**src/rtl/ps_frame_scheduler.sv**
```systemverilog
// ps_frame_scheduler: round-robin arbiter and frame timer in front of a shared
// LSB-first parallel-to-serial trigger shift register. A winner's WIDTH-bit
// word is captured at grant, presented on sr_data with a one-cycle sr_load
// strobe, then framed by frame_en for WIDTH cycles and followed by GAP idle
// cycles before the next arbitration.
// Optional feature macro: PS_SCHED_ABORT_EN (adds abort input / aborted output).
module ps_frame_scheduler #(
  parameter int WIDTH = 100,
  parameter int NREQ  = 4,
  parameter int GAP   = 4
) (
  input  logic                    clk,
  input  logic                    rst,
  input  logic [NREQ-1:0]         req,
  input  logic [NREQ*WIDTH-1:0]   req_data,
  output logic [NREQ-1:0]         ack,
  output logic [$clog2(NREQ)-1:0] grant_id,
  output logic                    sr_load,
  output logic [WIDTH-1:0]        sr_data,
  output logic                    frame_en,
  output logic                    busy
`ifdef PS_SCHED_ABORT_EN
  ,
  input  logic                    abort,
  output logic                    aborted
`endif
);

  localparam int IW = $clog2(NREQ);
  localparam int BW = $clog2(WIDTH);
  localparam int GW = (GAP > 0) ? $clog2(GAP + 1) : 1;
  localparam logic [BW-1:0] BIT_LAST = BW'(WIDTH - 1);
  localparam logic [GW-1:0] GAP_LAST = (GAP > 0) ? GW'(GAP - 1) : '0;

  typedef enum logic [1:0] {S_IDLE, S_LOAD, S_SHIFT, S_GAP} state_t;

  state_t            state_q, state_d;
  logic [IW-1:0]     last_q, last_d;
  logic [IW-1:0]     grant_q, grant_d;
  logic [WIDTH-1:0]  sr_data_q, sr_data_d;
  logic [BW-1:0]     bit_cnt_q, bit_cnt_d;
  logic [GW-1:0]     gap_cnt_q, gap_cnt_d;
`ifdef PS_SCHED_ABORT_EN
  logic              aborted_q, aborted_d;
`endif

  logic              req_any;
  logic [IW-1:0]     winner;
  logic [IW-1:0]     idx;
  logic [WIDTH-1:0]  winner_data;

  // Round-robin search: first set request starting just after the last winner.
  always_comb begin
    req_any = 1'b0;
    winner  = '0;
    idx     = '0;
    for (int k = 1; k <= NREQ; k++) begin
      idx = IW'((int'(last_q) + k) % NREQ);
      if (!req_any && req[idx]) begin
        req_any = 1'b1;
        winner  = idx;
      end
    end
    winner_data = req_data[int'(winner)*WIDTH +: WIDTH];
  end

  // Next-state and datapath update logic.
  always_comb begin
    state_d   = state_q;
    last_d    = last_q;
    grant_d   = grant_q;
    sr_data_d = sr_data_q;
    bit_cnt_d = bit_cnt_q;
    gap_cnt_d = gap_cnt_q;
    case (state_q)
      S_IDLE: begin
        if (req_any) begin
          state_d   = S_LOAD;
          grant_d   = winner;
          last_d    = winner;
          sr_data_d = winner_data;
        end
      end
      S_LOAD: begin
        state_d   = S_SHIFT;
        bit_cnt_d = '0;
      end
      S_SHIFT: begin
        if (bit_cnt_q == BIT_LAST) begin
          state_d   = (GAP > 0) ? S_GAP : S_IDLE;
          gap_cnt_d = '0;
        end else begin
          bit_cnt_d = bit_cnt_q + 1'b1;
        end
      end
      S_GAP: begin
        if (gap_cnt_q == GAP_LAST) begin
          state_d = S_IDLE;
        end else begin
          gap_cnt_d = gap_cnt_q + 1'b1;
        end
      end
      default: state_d = S_IDLE;
    endcase
`ifdef PS_SCHED_ABORT_EN
    aborted_d = 1'b0;
    if (abort && (state_q == S_LOAD || state_q == S_SHIFT)) begin
      state_d   = (GAP > 0) ? S_GAP : S_IDLE;
      gap_cnt_d = '0;
      aborted_d = 1'b1;
    end
`endif
  end

  // State register.
  // NOTE: sequential state uses non-blocking assignments so every flop samples
  // pre-edge values regardless of process ordering.
  always_ff @(posedge clk or posedge rst) begin
    if (rst) state_q <= S_IDLE;
    else     state_q <= state_d;
  end

  // Arbitration pointer, grant, captured frame and counters.
  // NOTE: sr_data is a single register with a defined reset value, not a
  // memory array, so it is cleared by reset like any other control flop.
  always_ff @(posedge clk or posedge rst) begin
    if (rst) begin
      last_q    <= IW'(NREQ - 1);
      grant_q   <= '0;
      sr_data_q <= '0;
      bit_cnt_q <= '0;
      gap_cnt_q <= '0;
`ifdef PS_SCHED_ABORT_EN
      aborted_q <= 1'b0;
`endif
    end else begin
      last_q    <= last_d;
      grant_q   <= grant_d;
      sr_data_q <= sr_data_d;
      bit_cnt_q <= bit_cnt_d;
      gap_cnt_q <= gap_cnt_d;
`ifdef PS_SCHED_ABORT_EN
      aborted_q <= aborted_d;
`endif
    end
  end

  // Moore outputs decoded from state, so they fall as soon as rst resets state.
  // NOTE: every output gets a default first so no path through the case
  // leaves a variable unassigned (which would infer a latch).
  always_comb begin
    ack      = '0;
    sr_load  = 1'b0;
    frame_en = 1'b0;
    busy     = 1'b0;
    case (state_q)
      S_LOAD: begin
        sr_load      = 1'b1;
        busy         = 1'b1;
        ack[grant_q] = 1'b1;
      end
      S_SHIFT: begin
        frame_en = 1'b1;
        busy     = 1'b1;
      end
      S_GAP:   busy = 1'b1;
      default: ;
    endcase
  end

  assign grant_id = grant_q;
  assign sr_data  = sr_data_q;
`ifdef PS_SCHED_ABORT_EN
  assign aborted  = aborted_q;
`endif

endmodule

```
**config.mk**
```make
export PLATFORM = sky130hd
export DESIGN_NAME = ps_frame_scheduler
export DESIGN_NICKNAME = d
export VERILOG_FILES = /design/src/rtl/ps_frame_scheduler.sv
export SDC_FILE = /design/constraint.sdc
export NUM_CORES = 1
export LEC_CHECK = 0
export ABC_AREA = 0
export BUFFER_PORTS_ARGS = -buffer_cell sky130_fd_sc_hd__buf_2
export CAP_MARGIN = 20
export CORE_AREA = 3 3 202 204
export DETAILED_ROUTE_END_ITERATION = 6
export DIE_AREA = 0 0 205 207
export GPL_ROUTABILITY_DRIVEN = 0
export SKIP_CTS_REPAIR_TIMING = 1
export SKIP_LAST_GASP = 1
export SLEW_MARGIN = 20
export SYNTH_ARGS = -nofsm -noshare
export SYNTH_HDL_FRONTEND = slang
export SYNTH_SLANG_ARGS = --single-unit
```
**constraint.sdc**
```tcl
create_clock -name clk -period 3.4 [get_ports clk]
set_input_delay 0.17 -clock clk [delete_from_list [all_inputs] [get_ports clk]]
set_output_delay 0.17 -clock clk [all_outputs]
set_load 0.02 [all_outputs]
```
==> results of run 1 <==
-- state kept, by name, summed over array words and instances (netlist names) --
name       flops
bit_cnt_q      7
state_q        2
last_q         2
sr_data      100
grant_id       2
gap_cnt_q      3
-- power groups by stage --
stage | clock [µW] | sequential [µW] | combinational, µW
after CTS | 1860 | 2480 | 5100
final | 1790 | 2480 | 5050
after floorplan | 0 | 3150 | 3060
after global routing | 1930 | 2570 | 5470
after global placement | 0 | 2470 | 5000
after detailed placement | 0 | 2480 | 5110
-- cell usage in the layout (no fill, tap or decap), types with 11 or more instances in the layout --
cell type / count
o21ai_0: 11
nor2_1: 13
buf_2: 514
nand2_1: 116
dfrtp_1: 114
o221ai_1: 102
mux2i_1: 202
clkbuf_16: 17
inv_1: 11
-- cell usage after synthesis, drive strengths merged --
| master | number | area, µm² |
|---|---|---|
| dfstp | 2 | 52.6 |
| nand2b | 1 | 6.26 |
| nor2 | 13 | 48.8 |
| nor4 | 1 | 6.26 |
| a31oi | 2 | 12.5 |
| dfrtp | 114 | 2850 |
| and3 | 4 | 25.0 |
| o32a | 1 | 10.0 |
| ha | 8 | 100 |
| nor3b | 1 | 7.51 |
| nor3 | 2 | 10.0 |
| nor2b | 2 | 15.0 |
| o221a | 1 | 11.3 |
| clkbuf | 31 | 116 |
| inv | 12 | 45.0 |
| mux2 | 1 | 11.3 |
| o21ai | 11 | 55.1 |
| a211oi | 1 | 7.51 |
| a22oi | 1 | 7.51 |
| mux2i | 202 | 2020 |
| a31o | 1 | 8.76 |
| o31a | 1 | 8.76 |
| or2 | 1 | 6.26 |
| nand4b | 1 | 8.76 |
| o22ai | 3 | 25.0 |
| a21oi | 8 | 40.0 |
| bufbuf | 2 | 37.5 |
| o221ai | 102 | 893 |
| nand2 | 117 | 439 |
| buf | 25 | 367 |
| nand4 | 1 | 6.26 |
-- through the flow --
| step | worst slack (ns) | utilization (%) | hold WS, ns | cell area [µm²] | cells |
|---|---|---|---|---|---|
| after global placement | 1.11 | 25.9 | 0.390 | 10200 | 1669 |
| final | 1.05 | 27.3 | 0.0637 | 10800 | 1703 |
| after detailed placement | 1.06 | 25.9 | 0.392 | 10200 | 1669 |
| after floorplan | 0.161 | - | 0.379 | 7260 | 673 |
| after CTS | 1.07 | 27.3 | -0.0769 | 10800 | 1701 |
| after global routing | 0.927 | 27.3 | 0.0412 | 10800 | 1703 |
-- layout make-up --
type                    count  area share, %
diodes                      1         0.0232
clock buffers              22           4.30
clock inverters            10           1.01
inverters                  12          0.441
multi-input cells         487           35.4
flip-flops and latches    116           26.9
well taps                 525           6.09
repair buffers            530           25.8
-- critical path, cell delays in order, from the launching register on --
cell and delay (ns):
dfstp_2 0.59, nand2_1 0.07, a21oi_1 0.18, o221a_4 0.27, buf_12 0.37, mux2i_1 0.45
o221ai_1 0.19
-- metal layers --
layer | up-vias | part of all wire, % | routed length (µm) | GRT usage, %
met3 | 31 | 8.5 | 2270 | 3.61
met5 | - | 0 | 0 | 0
met4 | 0 | 2.3 | 611 | 4.41
met2 | 376 | 50 | 13300 | 21.2
li1 | 3543 | - | - | -
met1 | 3457 | 39 | 10500 | 13.4
-- logic make-up after synthesis --
family	Yosys count	synth area share (%)
DFF	116	40.0
AOI/OAI and AO/OA	132	14.9
adders and majority gates	8	1.38
buffers and inverters	70	7.79
muxes	203	28.0
and+or+nand+nor	144	7.98
-- worst max path at each step --
stage                                     start                        to  slack, ns  depth (start not counted)
after floorplan                             rst  bit_cnt_q[0]$_DFFE_PP0P_       0.16                          1
after global placement    last_q[1]$_DFFE_PP1P_   sr_data[32]$_DFFE_PP0P_       1.11                          6
after detailed placement  last_q[1]$_DFFE_PP1P_   sr_data[64]$_DFFE_PP0P_       1.06                          6
after CTS                 last_q[1]$_DFFE_PP1P_   sr_data[64]$_DFFE_PP0P_       1.07                          6
after global routing      last_q[1]$_DFFE_PP1P_   sr_data[64]$_DFFE_PP0P_       0.93                          6
final                     last_q[1]$_DFFE_PP1P_   sr_data[32]$_DFFE_PP0P_       1.05                          6
==> impl_metrics.csv, run 1 <==
group,metric,value,unit
synth,ys_types,36,
clock_network,cts_buffers,17,
worst_setup_path,critical_path_required,3.66,ns
layout,layout.nets,1578,
sta,rsz0062_at_grt,"no",
min_path,hold-path-cell-count,3,
worst_setup_path,critPathArrivalTime,2.61,ns
worst_setup_path,reg2reg_to,"sr_data[32]$_DFFE_PP0P_",
pwr,cell_internal_pwr,5220,µW
die,coreArea,0.0395,mm²
synth,ys_ff_latch,116,
global_routing,grt_max_degree,117,
layout,layout-drive-gt1-share,48.3,%
die,die_w,205,µm
worst_setup_path,r2r_slack,1.05,ns
detailed_routing,ant_nets,0,
die,die_area,0.0424,mm²
min_path,hold_class,"input pin to flop",
clock_network,clock_path_buffers,2,
pwr,p_leak,0.00573,µW
global_routing,grt_first_pass_wirelength,39.9,mm
layout,n_fill_cell,4205,
pwr,total_power,9320,µW
synth,syn_area,0.00726,mm²
sta,drv_slew,0,
worst_setup_path,crit_path_max_fanout,74,
sta,finalCriticalPeriod,2.35,ns
die,num_rows,73,
worst_setup_path,rr_worst_depth,6,
detailed_routing,via_per_inst,4.35,
clock_network,clk_pin_slew_worst_paths,0.06,ns
die,ios,515,
sta,max_freq,425,MHz
clock_network,cts_sinks,116,
detailed_routing,drt_iter0_drc,402,
synth,synth_warnings,0,
sta,hold_viol,0,
sta,fin_skew,0.0118,ns
synth,synth-seq-area-share,40.0,%
pwr,pwr_density_cell,864,mW/mm²
global_routing,grt_usage,11.9,%
sta,tightest_slew,0.672,ns
pwr,pwr-share-clk,19.2,%
worst_setup_path,critical_path_class,"flop to flop",
die,die_h,207,µm
pwr,vdd_drop_max,0.357,mV
synth,syn_inst,673,
synth,syn-num-nets,1087,
placement,hpwl,20.2,mm
detailed_routing,wirelength,26.7,mm
global_routing,antenna_found_initial,1,
global_routing,grt_pass1_vias,7456,
pwr,seqPwrFrac,26.6,%
run,max_cap_viol_count,0,
run_status,status,"finished, final reports clean",
detailed_routing,wl_per_cell,15.7,µm
pwr,swShare,44.0,%
die,start_util,18.4,%
layout,multi_input_area,0.00382,mm²
sta,setup_viol,0,
min_path,worstHoldStart,"req_data[385]",
clock_network,htree_levels,4,
synth,synth.avg_cell_area,10.8,µm²
detailed_routing,firstDrtPassIters,4,
sta,fin_setup_tns,0,ns
global_routing,grt-ovfl-total,0,
clock_network,clockRootBuffer,"clkbuf_16",
worst_setup_path,timing.rr.start,"last_q[1]$_DFFE_PP1P_",
clock_network,cts_tree,"built",
layout,seq_area,0.00291,mm²
clock_network,clkLatencyLatePin,0.42,ns
layout,syn_to_final_growth,48.5,%
pwr,power.net_switching,4100,µW
min_path,hold_end,"sr_data[85]$_DFFE_PP0P_",
placement,numPortBuffers,514,
detailed_routing,drc,0,
pwr,comb_power_share,54.2,%
sta,period_share,69.3,%
detailed_routing,vias,7407,
worst_setup_path,cp-start-kind,"flop",
sta,slew_headroom,55.2,%
worst_setup_path,end_kind,"flop",
Power figures use the tool's default switching activity.
==> inputs of run 2 (changes only) <==
--- a/config.mk
+++ b/config.mk
@@ -8,9 +8,9 @@
 export ABC_AREA = 0
 export BUFFER_PORTS_ARGS = -buffer_cell sky130_fd_sc_hd__buf_2
 export CAP_MARGIN = 20
-export CORE_AREA = 3 3 202 204
+export CORE_AREA = 3 3 198 200
 export DETAILED_ROUTE_END_ITERATION = 6
-export DIE_AREA = 0 0 205 207
+export DIE_AREA = 0 0 201 203
 export GPL_ROUTABILITY_DRIVEN = 0
 export SKIP_CTS_REPAIR_TIMING = 1
 export SKIP_LAST_GASP = 1
==> constraint.sdc (replaced) <==
create_clock -name clk -period 2.2 [get_ports clk]
set_input_delay 0.11 -clock clk [delete_from_list [all_inputs] [get_ports clk]]
set_output_delay 0.11 -clock clk [all_outputs]
set_load 0.02 [all_outputs]
==> run 2 against run 1 <==
The run now ends with negative hold slack left. Hold slack worse by 0.072 ns. Utilization is 2.4 points higher. Die area is 3.8% lower. Clock power rose by 40%. Final cell count is 1.6% higher. Critical endpoint is now sr_data[55]$_DFFE_PP0P_. Largest cell class unchanged. Via count rose by 2.9%. Cell area up 3.6%. Power is 57% higher.
==> impl_metrics.csv, run 2 (same netlist as run 1, synthesis figures left out) <==
group,metric,value,unit
run_status,status,"complete, but fails checks",
run_status,violations,"negative hold slack",
sta,setup_viol,0,
run,max_cap_viol_count,0,
layout,mostFrequentLayoutCells,"514 x buf_2, 202 x mux2i_1, 116 x nand2_1, 114 x dfrtp_1, 102 x o221ai_1",
min_path,hold_class,"input pin to flop",
worst_setup_path,crit_path_max_fanout,30,
layout,n_antenna_cell,0,
pwr,p_leak,0.00593,µW
detailed_routing,ant_nets,0,
detailed_routing,firstDrtPassIters,4,
die,die_h,203,µm
global_routing,antenna_found_initial,0,
global_routing,grt-ovfl-total,0,
clock_network,clkLatencyLatePin,0.43,ns
pwr,vdd_drop_max,0.477,mV
layout,final_area,0.0112,mm²
global_routing,grt_usage,12.9,%
clock_network,cts_buffers,17,
worst_setup_path,cp-start-kind,"flop",
global_routing,grt_max_degree,62,
placement,dp.cells,1679,
sta,rsz0062_at_grt,"yes",
layout,fin_cells,1731,
layout,layout.nets,1621,
sta,max_freq,480,MHz
detailed_routing,wl_met1,10.8,mm
sta,slew_headroom,68.5,%
detailed_routing,topRoutingLayerUsed,"met4",
die,ios,515,
clock_network,clockRootBuffer,"clkbuf_16",
sta,drv_slew,0,
sta,hold_viol,1,
detailed_routing,wl_per_cell,16.0,µm
die,start_util,19.3,%
worst_setup_path,end_kind,"flop",
die,die_area,0.0408,mm²
placement,hpwl,21.8,mm
clock_network,cts_tree,"built",
clock_network,cts_sinks,116,
clock_network,clock_path_buffers,2,
worst_setup_path,critical_path_class,"flop to flop",
detailed_routing,drt_iter0_drc,421,
sta,period_share,94.8,%
clock_network,clk_pin_slew_worst_paths,0.06,ns
worst_setup_path,critPathArrivalTime,2.38,ns
die,coreArea,0.0376,mm²
sta,setup_ws,0.115,ns
layout,final_common_cell,"buf_2",
detailed_routing,via_per_inst,4.40,
sta,finalCriticalPeriod,2.09,ns
detailed_routing,vias,7622,
placement,placed_cell_area,0.0104,mm²
sta,whs,-0.00864,ns
layout,syn_to_final_growth,53.9,%
die,num_rows,71,
layout,largest_register_ffs,100,
placement,numPortBuffers,514,
detailed_routing,wl_met2,13.9,mm
clock_network,htree_levels,4,
worst_setup_path,critical_path_required,2.50,ns
pwr,pwr_density_cell,1310,mW/mm²
global_routing,grt_pass1_vias,7956,
sta,fin_skew,0.0139,ns
die,die_w,201,µm
detailed_routing,met3_length,2.18,mm
layout,layout-drive-gt1-share,48.5,%
placement,dpl_worst_slack,0.104,ns
global_routing,grt_first_pass_wirelength,41.9,mm
sta,fin_setup_tns,0,ns
detailed_routing,drc,0,
sta,tightest_slew,0.468,ns
detailed_routing,wirelength,27.7,mm
-- run 2: cell types whose count changed in the layout (fill, tap and decap cells not counted), moves of 2 or more --
cell           change
clkinvlp_4         +4
buf_4             +18
dlygate4sd3_1     +18
buf_12             +4
bufinv_16          -2
-- run 2: final cells by class --
type,count,area [µm²]
fill,3956,26400
tap,511,639
sequential,116,2910
multi-input combinational,487,3820
clock inverter,9,57.6
inverter,12,48.8
clock buffer,23,468
timing repair buffer,573,3240
-- run 2: worst paths after layout --
kind / from / endpoint / slack [ns] / cells after the start
worst max-delay path: last_q[1]$_DFFE_PP1P_ / sr_data[55]$_DFFE_PP0P_ / 0.11 / 7
worst min-delay path: req_data[398] / sr_data[98]$_DFFE_PP0P_ / -0.009 / 3
worst max register to register: last_q[1]$_DFFE_PP1P_ / sr_data[55]$_DFFE_PP0P_ / 0.11 / 7
worst min register to register: sr_data[41]$_DFFE_PP0P_ / sr_data[41]$_DFFE_PP0P_ / 0.48 / 2
max in group asynchronous: rst / sr_data[32]$_DFFE_PP0P_ / 1.52 / 4
min in group asynchronous: rst / sr_data[80]$_DFFE_PP0P_ / 0.33 / 4
-- run 2: critical path: stages (launching register included) --
cell and delay (ns):
dfstp_2 0.59, nand2_1 0.06, a21oi_1 0.18, o221a_4 0.24, buf_12 0.21, buf_4 0.21, mux2i_1 0.26, o221ai_1 0.15
-- run 2: layer usage --
metal,track usage [%],up-vias
li1,-,3624
met1,14.8,3583
met2,21.8,372
met3,4.33,43
met4,5.72,0
met5,0,-
-- run 2: through the flow --
step                      utilization (%)  hold WS (ns)  power, µW
after floorplan                         -         0.319       9600
after global placement               27.7         0.245      12000
after detailed placement             27.7         0.251      12100
after CTS                            29.1        -0.233      14700
after global routing                 29.8      -0.00272      15700
final                                29.8      -0.00864      14600
-- run 2: where the power goes --
part / total (µW) / internal (µW) / leakage [µW] / switching (µW)
clock: 2500 / 1490 / 0.000245 / 1010
combinational: 8290 / 3500 / 0.00425 / 4790
sequential: 3820 / 3200 / 0.00143 / 620
total: 14600 / 8190 / 0.00593 / 6420
